==> config.mk <==
export PLATFORM = sky130hd
export DESIGN_NAME = sd_pkt_commit
export DESIGN_NICKNAME = d
export VERILOG_FILES = /design/src/rtl/sd_pkt_commit.sv
export SDC_FILE = /design/constraint.sdc
export NUM_CORES = 1
export LEC_CHECK = 0
export CAP_MARGIN = 20
export CORE_UTILIZATION = 45
export DETAILED_ROUTE_END_ITERATION = 8
export GPL_TIMING_DRIVEN = 0
export PLACE_DENSITY = 0.72
export SKIP_CTS_REPAIR_TIMING = 1
export SLEW_MARGIN = 10
export SYNTH_ARGS = -nofsm -noshare
export SYNTH_HDL_FRONTEND = slang
export SYNTH_SLANG_ARGS = --single-unit
==> constraint.sdc <==
create_clock -name clk -period 4.3 [get_ports clk]
set_clock_uncertainty 0.2 [all_clocks]
set_input_delay 0.43 -clock clk [delete_from_list [all_inputs] [get_ports clk]]
set_output_delay 0.43 -clock clk [all_outputs]
set_load 0.01 [all_outputs]
==> src/rtl/sd_pkt_commit.sv <==
// sd_pkt_commit: forwards a packet stream into a commit-enabled FIFO and
// closes each packet with exactly one commit or abort pulse.
// Latency: data path is combinational (zero latency); p_commit/p_abort are
// registered and fire in the cycle after the packet's last accepted word.
// Backpressure: c_drdy follows p_drdy while forwarding; it is forced high for
// overflow and dropped words, and low in the COMMIT/ABORT cycle and in reset.
//
// Ports:
//   clk, reset            - clock, synchronous active-high reset
//   c_srdy/c_drdy/c_data  - upstream word handshake and data
//   c_eop, c_err          - last-word marker; error flag sampled on eop only
//   p_srdy/p_drdy/p_data  - downstream (FIFO write side) handshake and data
//   p_commit, p_abort     - one-cycle pulses closing the packet in the FIFO
//   pkt_count, drop_count - wrapping counts of committed / aborted packets
module sd_pkt_commit #(
  parameter int width   = 8,
  parameter int max_len = 1518,
  parameter int lsz     = $clog2(max_len + 1)
) (
  input  logic             clk,
  input  logic             reset,
  input  logic             c_srdy,
  output logic             c_drdy,
  input  logic [width-1:0] c_data,
  input  logic             c_eop,
  input  logic             c_err,
  output logic             p_srdy,
  input  logic             p_drdy,
  output logic [width-1:0] p_data,
  output logic             p_commit,
  output logic             p_abort,
  output logic [15:0]      pkt_count,
  output logic [15:0]      drop_count
);

  typedef enum logic [2:0] {
    S_IDLE,
    S_ACTIVE,
    S_COMMIT,
    S_ABORT,
    S_DROP
  } state_t;

  localparam logic [lsz-1:0] LenMax = lsz'(max_len);
  localparam logic [lsz-1:0] LenOne = lsz'(1);

  state_t         state_q, state_d;
  logic [lsz-1:0] len_q, len_d;
  logic           drop_pend_q, drop_pend_d;
  logic           p_commit_q, p_commit_d;
  logic           p_abort_q, p_abort_d;
  logic [15:0]    pkt_count_q, pkt_count_d;
  logic [15:0]    drop_count_q, drop_count_d;

  // Data never needs holding here: the upstream source holds c_data during
  // stalls, so the downstream side simply sees it through.
  assign p_data     = c_data;
  assign p_commit   = p_commit_q;
  assign p_abort    = p_abort_q;
  assign pkt_count  = pkt_count_q;
  assign drop_count = drop_count_q;

  always_comb begin
    state_d      = state_q;
    len_d        = len_q;
    drop_pend_d  = drop_pend_q;
    pkt_count_d  = pkt_count_q;
    drop_count_d = drop_count_q;
    c_drdy       = 1'b0;
    p_srdy       = 1'b0;

    case (state_q)
      S_IDLE: begin
        p_srdy = c_srdy;
        c_drdy = p_drdy;
        if (c_srdy && p_drdy) begin
          if (c_eop) begin
            state_d = c_err ? S_ABORT : S_COMMIT;
          end else begin
            state_d = S_ACTIVE;
            len_d   = LenOne;
          end
        end
      end

      S_ACTIVE: begin
        if (len_q == LenMax) begin
          // Overflow word: swallow it regardless of downstream readiness and
          // abort; the rest of the packet (if any) is dropped afterwards.
          c_drdy = 1'b1;
          if (c_srdy) begin
            state_d     = S_ABORT;
            drop_pend_d = !c_eop;
          end
        end else begin
          p_srdy = c_srdy;
          c_drdy = p_drdy;
          if (c_srdy && p_drdy) begin
            if (c_eop) begin
              state_d = c_err ? S_ABORT : S_COMMIT;
            end else begin
              len_d = len_q + LenOne;
            end
          end
        end
      end

      S_COMMIT: begin
        pkt_count_d = pkt_count_q + 16'd1;
        state_d     = S_IDLE;
      end

      S_ABORT: begin
        drop_count_d = drop_count_q + 16'd1;
        state_d      = drop_pend_q ? S_DROP : S_IDLE;
        drop_pend_d  = 1'b0;
      end

      S_DROP: begin
        c_drdy = 1'b1;
        if (c_srdy && c_eop) begin
          state_d = S_IDLE;
        end
      end

      default: begin
        state_d = S_IDLE;
      end
    endcase

    if (state_d == S_IDLE) begin
      len_d = '0;
    end

    // Pulses are registered: they are high exactly while the state register
    // holds COMMIT or ABORT.
    p_commit_d = (state_d == S_COMMIT);
    p_abort_d  = (state_d == S_ABORT);

    if (reset) begin
      c_drdy = 1'b0;
      p_srdy = 1'b0;
    end
  end

  always_ff @(posedge clk) begin
    if (reset) begin
      state_q      <= S_IDLE;
      len_q        <= '0;
      drop_pend_q  <= 1'b0;
      p_commit_q   <= 1'b0;
      p_abort_q    <= 1'b0;
      pkt_count_q  <= 16'd0;
      drop_count_q <= 16'd0;
    end else begin
      state_q      <= state_d;
      len_q        <= len_d;
      drop_pend_q  <= drop_pend_d;
      p_commit_q   <= p_commit_d;
      p_abort_q    <= p_abort_d;
      pkt_count_q  <= pkt_count_d;
      drop_count_q <= drop_count_d;
    end
  end

endmodule
# ---- Yosys cells after proc, flatten, opt, wreduce, memory -nomap -nowiden
# Index checks and enable logic that the tools add are counted.
# Widths: inputs -> output; s select.
dict set report word_totals {
  latchBits 0
  n_memories 0
  input_bits 14
  out_inout_bits 44
  word_cells 59
  reg_bits 49
  mem_bits_rw 0
  romBits 0
}
dict set report op_classes {
  multipliers 0
  bitwise_logic 0
  add_sub_neg 3
  mux 25
  reduce_logical 10
  div_mod_pow 0
  eq_ne 14
  order_cmp 0
  shift 0
}
# operator n
set ops {}
lappend ops {{$mux 11} 5}
lappend ops {{$add 16x1->16 const B} 2}
lappend ops {{$pmux 11 s2} 1}
lappend ops {{$mux 3} 7}
lappend ops {{$ne 2x2->1 const B} 7}
lappend ops {{$eq 3x2->1 const B} 4}
lappend ops {{$pmux 3 s4} 1}
lappend ops {{$add 11x1->11 const B} 1}
lappend ops {{$eq 11x11->1 const B} 1}
lappend ops {{$mux 1} 7}
lappend ops {{$logic_not 3->1} 2}
lappend ops {{$reduce_and 6->1} 1}
lappend ops {{$pmux 1 s2} 2}
lappend ops {{$reduce_bool 2->1} 2}
lappend ops {{$eq 3x1->1 const B} 1}
lappend ops {{$eq 3x3->1 const B} 1}
lappend ops {{$pmux 1 s3} 1}
lappend ops {{$reduce_and 3->1} 1}
lappend ops {{$logic_and 1x1->1} 2}
lappend ops {{$mux 2} 1}
lappend ops {{$reduce_or 2->1} 1}
lappend ops {{$logic_not 1->1} 1}

# ---- Longest topological paths before layout
dict set report logic_depth {
  ltp_word 7
  depth_mapped 7
  mapped_depth_nobuf 7
}

# ---- Worst setup path before layout
# Ideal clock, no wire load.
dict set report synth_timing {
  path_kind {input -> register}
  from {input c_srdy}
  to {register len_q[10]}
  setup_time_ps 123
  path_slack_ps 2321
  n_path_buf 0
  path_stages 5
  required_time_ps 3977
  t_arrival_ps 1656
  cell_sequence {or3b_4 -> or4_4 -> nor2_2 -> xnor2_1 -> nor2_2}
}
dict set report synth_between {
  elab_chain_cells 6
  elab_cells_between_ends 13
  classes_between {eq/ne (2); mux (6); reduce/logical (5)}
}
# element line_no
set synth_lines {}
lappend synth_lines {{start: declaration} 22} ;# input logic c_srdy,
lappend synth_lines {{$logic_and 1x1->1} {76, 98}}
lappend synth_lines {{$mux 3} 98} ;# if (c_srdy && p_drdy) begin
lappend synth_lines {{$mux 3} 87} ;# if (len_q == LenMax) begin
lappend synth_lines {{$pmux 3 s4} 72} ;# case (state_q)
lappend synth_lines {{$logic_not 3->1} 131} ;# if (state_d == S_IDLE) begin
lappend synth_lines {{$reduce_or 2->1 (no source line)} -}
lappend synth_lines {{end signal: assignment} 157} ;# len_q <= len_d;
lappend synth_lines {{end: declaration} 48} ;# logic [lsz-1:0] len_q, len_d;
# Parallel ways exist; a longest one is shown, timed or not.
# A chain may end at the register's enable or synchronous reset.

# ---- Final worst setup path
dict set report layout_timing {
  from {input c_srdy}
  to {output p_srdy}
}
dict set report layout_between {
  elab_chain_cells 3
}
# element line_no
set layout_lines {}
lappend layout_lines {{$mux 1} 87}
lappend layout_lines {{$pmux 1 s2 *} 72}
lappend layout_lines {{$mux 1 *} 140} ;# if (reset) begin
lappend layout_lines {{end: declaration} 27} ;# output logic p_srdy,
# Mark *: on every way between the ends. The rest lies on a longest branch, timed or not.

==> metrics <==
run status complete, no violations; crit path time final 2.87 ns; crit start category input port; post-synth top area cell dfxtp_1; cells along the critical path clkdlybuf4s50_1 > or3b_4 > nor3_1 > clkdlybuf4s50_1; dominant synthesized flop cell dfxtp_1; DRT Pass-1 Iters 4; Total Power 0.782 mW; vias 1,934; Yosys top cell area share 42.2%; Inserted Clock Buffers 5; maximum VDD drop 0.191 mV; fin crit share 66.7%; Avg Cell Area, Syn 8.70 um2; CTS tree yes; TNS Setup 0 ns; unrepaired setup endpoints after global routing false; DP HPWL 3.24 mm; Max Cap Viol 0; crit-path max cell delay 0.58 ns; critical path type in -> out; Crit. End Element output port; DIE HEIGHT 73.8 um; Finished Layout Cells 390; DIE AREA 5450 um2; Yosys reg bits 49; post-synth cell types 45; Area contributors post-synth dfxtp_1 (42%), xor2_1 (7.9%), nor2_1 (7.6%); ys async rst share 0%; IO buf count 48; ANT nets after route 0; Post-synth EDFFs 0; Post-Synthesis Cells 267; H-tree lvl count 2; layout cells sized above 1 9.29%; CORE AREA 4850 um2; Leak 1.04 nW; Final Util 61.3%; Seq/Total Area, Yosys 42.2%; synth warn 0; nets 340; WHS 0.300 ns; 1st-iter DRT viols 65; power per cell area 263 nW/um2; Post-route DRC 0; CP Max Fanout 5; Remaining Overflow, GRT 0; Placed Cells 382; initial antenna violation count 0; netlist area before placement 2320 um2; Mapped Nets 285; Worst R2R Setup Slack 2.16 ns; starting density of the core 47.9%; I/O pin count 58; vias per inst 4.96; Sink Count 49; Die W 73.8 um; # rows 25; number of diodes 0; Routed WL 4.43 mm; largest net degree at the start of global routing 16; CTS clock-pin slew for the worst setup and hold paths 0.09 ns; Final Hold Violating Endpoints 0; delay-heaviest family, CP buffers and inverters; global-route wire length before repair 7.73 mm; Final setup viols 0; worst-margin pin slew 0.631 ns; WL per Instance 11.4 um; CP required 3.67 ns; GRT Total Usage 18.1%; Final Max Tran Viols 0; Crit-path slowest cell clkdlybuf4s50_1; clk_lat worst skew 0.30 ns; Buf/Inv on CP 2; CP most frequent cell clkdlybuf4s50_1; WP data arrival 2.24 ns; clk buf depth 2; Placer Congestion 0.758; area growth from synthesis to layout 28.1%; Min-Delay Path Class reg -> reg; CTS root buffer clkbuf_8; vias in the first global route 1,767; Slew headroom 57.6%; f_max 0.349 GHz
-- stage by stage --
step                      cell area, um2  setup WS [ns]
final                               2970           1.43
after global routing                2970           1.29
after CTS                           2970           1.44
after detailed placement            2890           1.46
after global placement              2890           1.45
after floorplan                     2320           2.32
-- cells in the mapped netlist, drive strengths merged, types with 3 or more instances --
cell type and instances:
a21oi 6, nand2 18, and3 5, o21ai 4, dfxtp 49, ha 4
inv 7, xnor2 15, clkbuf 5, nand3 15, xor2 21, and4 4
or3 3, nand4 13, buf 11, nor3b 5, nor3 8, nor2 50
-- cells in the final DEF, fill, tap and decap left out, types with 6 or more instances in the layout --
master / count
dfxtp_1: 49
clkdlybuf4s50_1: 48
nand4_1: 13
nand3_1: 15
xor2_1: 21
buf_4: 8
nor3_1: 8
nand2_1: 18
nor2_1: 47
a21oi_1: 6
xnor2_1: 15
inv_1: 7
clkbuf_1: 6
-- worst min-delay path: stages, from the launching register on --
cell and delay, ns:
dfxtp_1 0.33, o21ai_0 0.07, a21oi_1 0.06
-- worst paths after layout --
path	end	start	cells after the start
max	p_srdy	c_srdy	4
min	pkt_count[8]	pkt_count[8]	2
max reg2reg	len_q[9]	state_q[1]	6
min reg2reg	pkt_count[8]	pkt_count[8]	2
-- report_power, final --
part / switching (mW) / internal, mW / total [mW]
registers: 0.00126 / 0.455 / 0.457
clock network: 0.155 / 0.115 / 0.269
logic: 0.0283 / 0.0277 / 0.0560
total: 0.184 / 0.598 / 0.782
-- cell families after synthesis --
kind of cell / synth area share (%)
xor gates and xnor gates: 13.6
and+or+nand+nor: 30.8
DFF: 42.2
AOI/OAI and AO/OA: 4.90
adders and majority gates: 2.16
buffers and inverters: 5.44
muxes: 0.862
-- routing by layer --
metal	global-route usage [%]	vias to the layer above	part of all wire (%)	wire length [um]
li1	-	1010	-	-
met1	24.0	866	49	2170
met2	29.7	53	45	2010
met3	3.16	5	4.6	204
met4	6.41	0	1.2	55
met5	0	-	0	0
-- cell type report --
cell class,instances,area [um2]
clock inverters,2,15.0
plain buffers,16,100
multi-input cells,195,1210
inverters,7,26.3
flip-flops and latches,49,981
clock buffers,6,72.6
repair buffers,48,480
fillers,455,1870
well taps,67,83.8
-- sequential cells by signal, summed over array words and instances, names as in the netlist --
name and flops:
p_commit 1, len_q 11, drop_count 16, drop_pend_q 1, p_abort 1, pkt_count 16
state_q 3
No activity file was read; power rests on OpenSTA's default activity.
